File: config.mk
export PLATFORM = sky130hd
export DESIGN_NAME = cpu_interlock
export DESIGN_NICKNAME = d
export VERILOG_FILES = /design/src/rtl/cpu_interlock.sv
export SDC_FILE = /design/constraint.sdc
export NUM_CORES = 1
export LEC_CHECK = 0
export ABC_AREA = 0
export CORE_ASPECT_RATIO = 0.75
export CORE_MARGIN = 3
export CORE_UTILIZATION = 50
export DETAILED_ROUTE_END_ITERATION = 12
export PLACE_DENSITY = 0.8
export SYNTH_ARGS = -nofsm -noshare
export SYNTH_HDL_FRONTEND = slang
export SYNTH_SLANG_ARGS = --single-unit
File: constraint.sdc
create_clock -name clk_i -period 3 [get_ports clk_i]
set_input_delay 0.45 -clock clk_i [delete_from_list [all_inputs] [get_ports clk_i]]
set_output_delay 0.45 -clock clk_i [all_outputs]
set_load 0.05 [all_outputs]
File: src/rtl/cpu_interlock.sv
// Issue interlock for the moxie execute stage: register scoreboard, RAW/WAW hazard
// detection and MUL/DIV sequencing. Define MOXIE_INTERLOCK_FORWARD_EN for writeback bypass.
module cpu_interlock #(
    parameter int unsigned MUL_CYCLES = 3,
    parameter int unsigned DIV_CYCLES = 32
) (
    input  logic        clk_i,
    input  logic        rst_i,
    input  logic        issue_valid_i,
    output logic        issue_ready_o,
    output logic        stall_o,
    input  logic [3:0]  riA_i,
    input  logic [3:0]  riB_i,
    input  logic        useA_i,
    input  logic        useB_i,
    input  logic        wr_en_i,
    input  logic [3:0]  wr_idx_i,
    input  logic [1:0]  mc_class_i,
    input  logic        wb_en_i,
    input  logic [3:0]  wb_idx_i,
    input  logic        flush_i,
    output logic        busy_o,
    output logic        mc_done_o,
    output logic [15:0] pending_o,
    output logic        fwd_a_o,
    output logic        fwd_b_o
);

    localparam int unsigned MaxCycles = (MUL_CYCLES > DIV_CYCLES) ? MUL_CYCLES : DIV_CYCLES;
    localparam int unsigned CntW      = $clog2(MaxCycles) + 1;
    localparam logic [CntW-1:0] MulLoad = CntW'(MUL_CYCLES - 1);
    localparam logic [CntW-1:0] DivLoad = CntW'(DIV_CYCLES - 1);

    typedef enum logic [1:0] {StIdle, StRun, StDone} state_e;

    state_e            state_q, state_d;
    logic [CntW-1:0]   cnt_q, cnt_d;
    logic [3:0]        mc_idx_q, mc_idx_d;
    logic [15:0]       pend_q, pend_d;

    logic raw_a, raw_b, waw, byp_a, byp_b, hazard, accept, is_mc, clear_mc;

    assign raw_a = useA_i & pend_q[riA_i];
    assign raw_b = useB_i & pend_q[riB_i];
    assign waw   = wr_en_i & pend_q[wr_idx_i];

`ifdef MOXIE_INTERLOCK_FORWARD_EN
    // Only source reads may take the writeback value; destination conflicts always wait.
    assign byp_a = raw_a & wb_en_i & (wb_idx_i == riA_i);
    assign byp_b = raw_b & wb_en_i & (wb_idx_i == riB_i);
`else
    assign byp_a = 1'b0;
    assign byp_b = 1'b0;
`endif

    assign hazard        = (raw_a & ~byp_a) | (raw_b & ~byp_b) | waw;
    assign issue_ready_o = ~hazard & (state_q == StIdle) & ~flush_i;
    assign accept        = issue_valid_i & issue_ready_o;
    assign stall_o       = ~accept;
    assign is_mc         = (mc_class_i == 2'd1) | (mc_class_i == 2'd2);
    assign fwd_a_o       = byp_a;
    assign fwd_b_o       = byp_b;
    assign pending_o     = pend_q;

    always_comb begin
        state_d   = state_q;
        cnt_d     = cnt_q;
        mc_idx_d  = mc_idx_q;
        busy_o    = 1'b0;
        mc_done_o = 1'b0;
        clear_mc  = 1'b0;
        case (state_q)
            StIdle: begin
                if (accept && is_mc) begin
                    state_d  = StRun;
                    cnt_d    = (mc_class_i == 2'd1) ? MulLoad : DivLoad;
                    mc_idx_d = wr_idx_i;
                end
            end
            StRun: begin
                busy_o = 1'b1;
                if (flush_i) begin
                    state_d  = StIdle;
                    cnt_d    = '0;
                    clear_mc = 1'b1;
                end else if (cnt_q == '0) begin
                    state_d = StDone;
                end else begin
                    cnt_d = cnt_q - 1'b1;
                end
            end
            StDone: begin
                state_d = StIdle;
                if (flush_i) begin
                    cnt_d    = '0;
                    clear_mc = 1'b1;
                end else begin
                    mc_done_o = 1'b1;
                end
            end
            default: state_d = StIdle;
        endcase
    end

    // Clears first so that a same-cycle issue to the same index keeps its bit.
    always_comb begin
        pend_d = pend_q;
        if (wb_en_i) pend_d[wb_idx_i] = 1'b0;
        if (clear_mc) pend_d[mc_idx_q] = 1'b0;
        if (accept && wr_en_i) pend_d[wr_idx_i] = 1'b1;
    end

    always_ff @(posedge clk_i) begin
        if (rst_i) begin
            state_q  <= StIdle;
            cnt_q    <= '0;
            mc_idx_q <= '0;
            pend_q   <= '0;
        end else begin
            state_q  <= state_d;
            cnt_q    <= cnt_d;
            mc_idx_q <= mc_idx_d;
            pend_q   <= pend_d;
        end
    end

endmodule

==> results.yml <==
run_status:
  status: "finished clean"
clock_network:
  clock_latency_ns: 0.28
  numClockSinks: 28
  cts_buffer_depth: 2
  cts_tree: "yes"
  clk_pin_slew_worst_paths_ns: 0.09
  cts_made_buffers: 3
  postCtsSetupBuffers: 0
  root_buffer: "clkbuf_8"
  cts-htree-levels: 1
setup_path:
  critical_path_arrival_ns: 2.43
  critPathLaunchType: "input pin"
  r2r-end: "pending_o[12]$_SDFF_PP0_"
  timing.rr.start: "state_q[0]$_SDFFE_PP0P_"
  critPathCaptureType: "output pin"
  path_class: "input pin to output pin"
  cp_max_fo: 5
  crit_end: "stall_o"
  rrSetupSlack_ns: 0.64
  worstPathRequired_ns: 2.55
  cp-startpoint: "riA_i[2]"
  reg2reg_depth: 8
pwr:
  power_leakage_nw: 0.970
  ir_drop_v: 0.000348
  design_power_total_mw: 1.27
  powerDensity_mw_per_mm2: 470
sta:
  setup_viol: 0
  rsz0062_at_grt: "no"
  layout_min_cycle_time_ns: 2.88
  slew_violations: 0
  finalClockSkew_ns: 0.0121
  tightest_slew_ns: 0.627
  max_slew_margin: 0.578
  setup_tns_ns: 0
  hold_viol: 0
  fmaxAchievable_mhz: 348
  whs_ns: 0.509
  fin_crit_sh: 0.959
synthesis:
  synthDistinctLibCells: 50
  synth_seq_area_share: 0.268
  synth_warnings: 0
  syn_area_sq_mm: 0.00209
  synth-edff-count: 0
  syn_area_per_cell_sq_um: 8.29
  syn_inst: 252
  synthArstFlopShare: 0
  yosys_register_bits: 28
  ys.flop_type: "dfxtp_1"
layout:
  n_fill_cell: 323
  fin_nets: 335
  synthToLayoutAreaGrowth_pct: 29.0
  multiInputGateArea_sq_mm: 0.00143
  antenna_cells: 0
  drive_above_1_share: 0.112
  regArea_sq_um: 561
global_routing:
  grt_start_max_net_pins: 33
  grt_pass1_vias: 2011
  grt_pass1_wl_mm: 10.5
  grt_antenna_before_repair: 0
  gr-usage-all-layers: 0.280
  grt_overflow_total: 0
routing:
  drc: 0
  drt_wl_total_mm: 6.60
  drtIter0Drc: 252
  num_vias: 2206
  ant_nets: 0
  avgViaCountPerCell: 6.21
  drt-pass1-iter-count: 5
  avgRoutedWirePerCell_um: 18.6
min_path:
  hp-class: "flop to flop"
  hold_path_startpoint: "cnt_q[1]$_SDFFE_PP0P_"
  whs_path_depth: 2
floorplanning:
  ios: 48
  dieArea_sq_mm: 0.00500
  placementRows: 19
  die_h_um: 62.0
  core_sq_mm: 0.00383
  initial_core_util: 0.546
  die_w_um: 80.6
place:
  hpwlAfterDp_mm: 5.19
  port_buffers: 45
  gp_congestion: 0.934
job:
  max_cap_viol_count: 0
[how the worst min path moves through the flow]
| stage | to |
|---|---|
| 6_report | cnt_q[1]$_SDFFE_PP0P_ |
| 2_1_floorplan | cnt_q[1]$_SDFFE_PP0P_ |
| 5_1_grt | cnt_q[1]$_SDFFE_PP0P_ |
| 3_5_place_dp | cnt_q[1]$_SDFFE_PP0P_ |
| 4_1_cts | cnt_q[1]$_SDFFE_PP0P_ |
| 3_3_place_gp | cnt_q[1]$_SDFFE_PP0P_ |
[layout make-up]
class	instances	area share
Multi-Input combinational cell	204	0.531
Sequential cell	28	0.208
Timing Repair Buffer	55	0.200
Tap cell	52	0.0241
Clock buffer	4	0.0204
Inverter	12	0.0167
[where the power goes]
group	total, mW	switching [mW]	internal, mW
clock network	0.234	0.116	0.118
registers	0.443	0.0319	0.411
logic	0.589	0.356	0.233
[synth_stat cells, types with 2 or more instances]
cell       count  share of area
nor2_1        14          0.025
o21ai_1       17          0.041
o21ai_2        5          0.021
or3_1          3         0.0090
nand2b_1       9          0.027
o221ai_1      16          0.067
nor3_1         2         0.0048
dfxtp_1       28           0.27
a211oi_1       2         0.0072
clkbuf_1       5         0.0090
nand3_1        8          0.019
o2111ai_2      2          0.014
nor2b_1       25          0.075
mux2i_1       20          0.096
nand3b_1       3          0.011
ha_1           5          0.030
nand2_1       14          0.025
o21ai_0        4         0.0096
buf_4          2         0.0072
or2_2          3         0.0090
inv_1         12          0.022
o31ai_1        3          0.011
nand4_1        2         0.0060
a22oi_1        6          0.022
buf_6          2          0.011
mux4_2         2          0.022
a21oi_1       15          0.036
[through the flow]
stage               utilization  instance area, sq um  std cells  setup WS [ns]
finish                    0.704                  2700        355          0.123
global route              0.704                  2700        355         0.0536
CTS                       0.703                  2690        355         0.0209
detailed placement        0.688                  2640        351         0.0319
global placement          0.688                  2640        351         0.0758
floorplan                     -                  2090        253          0.440
[layout by cell type, fill, tap and decap left out, types with 2 or more instances in the layout]
master / instances
a211oi_1: 2
a21oi_1: 15
a22oi_1: 6
buf_4: 11
clkbuf_8: 4
clkdlybuf4s50_1: 41
conb_1: 2
dfxtp_1: 28
dlymetal6s2s_1: 2
ha_1: 5
inv_1: 12
mux2i_1: 20
mux4_2: 2
nand2_1: 14
nand2b_1: 9
nand3_1: 8
nand3b_1: 3
nand4_1: 2
nor2_1: 14
nor2b_1: 25
nor3_1: 2
o2111ai_2: 2
o21ai_0: 4
o21ai_1: 17
o21ai_2: 5
o221ai_1: 16
o31ai_1: 3
or2_2: 3
or3_1: 3
[registers in the layout, indices dropped and copies added, names as in the netlist]
signal and flops:
state_q 2, pending_o 16, cnt_q 6, mc_idx_q 4
[what timing repair did]
item | in CTS | in global routing
gates resized for setup | 0 | 2
endpoints found under the setup margin | 0 | 2
hold endpoints to repair | 0 | 0
hold buffers | 0 | 0
[logic make-up after synthesis]
kind of cell / after synthesis / share of synthesized area
compound gates: 82 / 0.278
fa+ha+maj: 5 / 0.0299
buf+inv: 21 / 0.0485
flops: 28 / 0.268
mux: 22 / 0.117
other cells: 1 / 0.00179
simple gates: 93 / 0.256
[critical path, cell delays in order]
cell and delay (ns):
clkdlybuf4s50_1 0.55, nor2b_1 0.22, a22oi_1 0.12, a311oi_2 0.32, nand3_2 0.13, or3_4 0.42
buf_4 0.21
[per-layer routing]
metal / share of wire / track usage / vias up
li1: - / - / 1053
met1: 0.48 / 0.425 / 1022
met2: 0.41 / 0.401 / 117
met3: 0.092 / 0.0634 / 14
met4: 0.015 / 0.0651 / 0
met5: 0 / 0 / -
No activity file was read; power rests on OpenSTA's default activity.
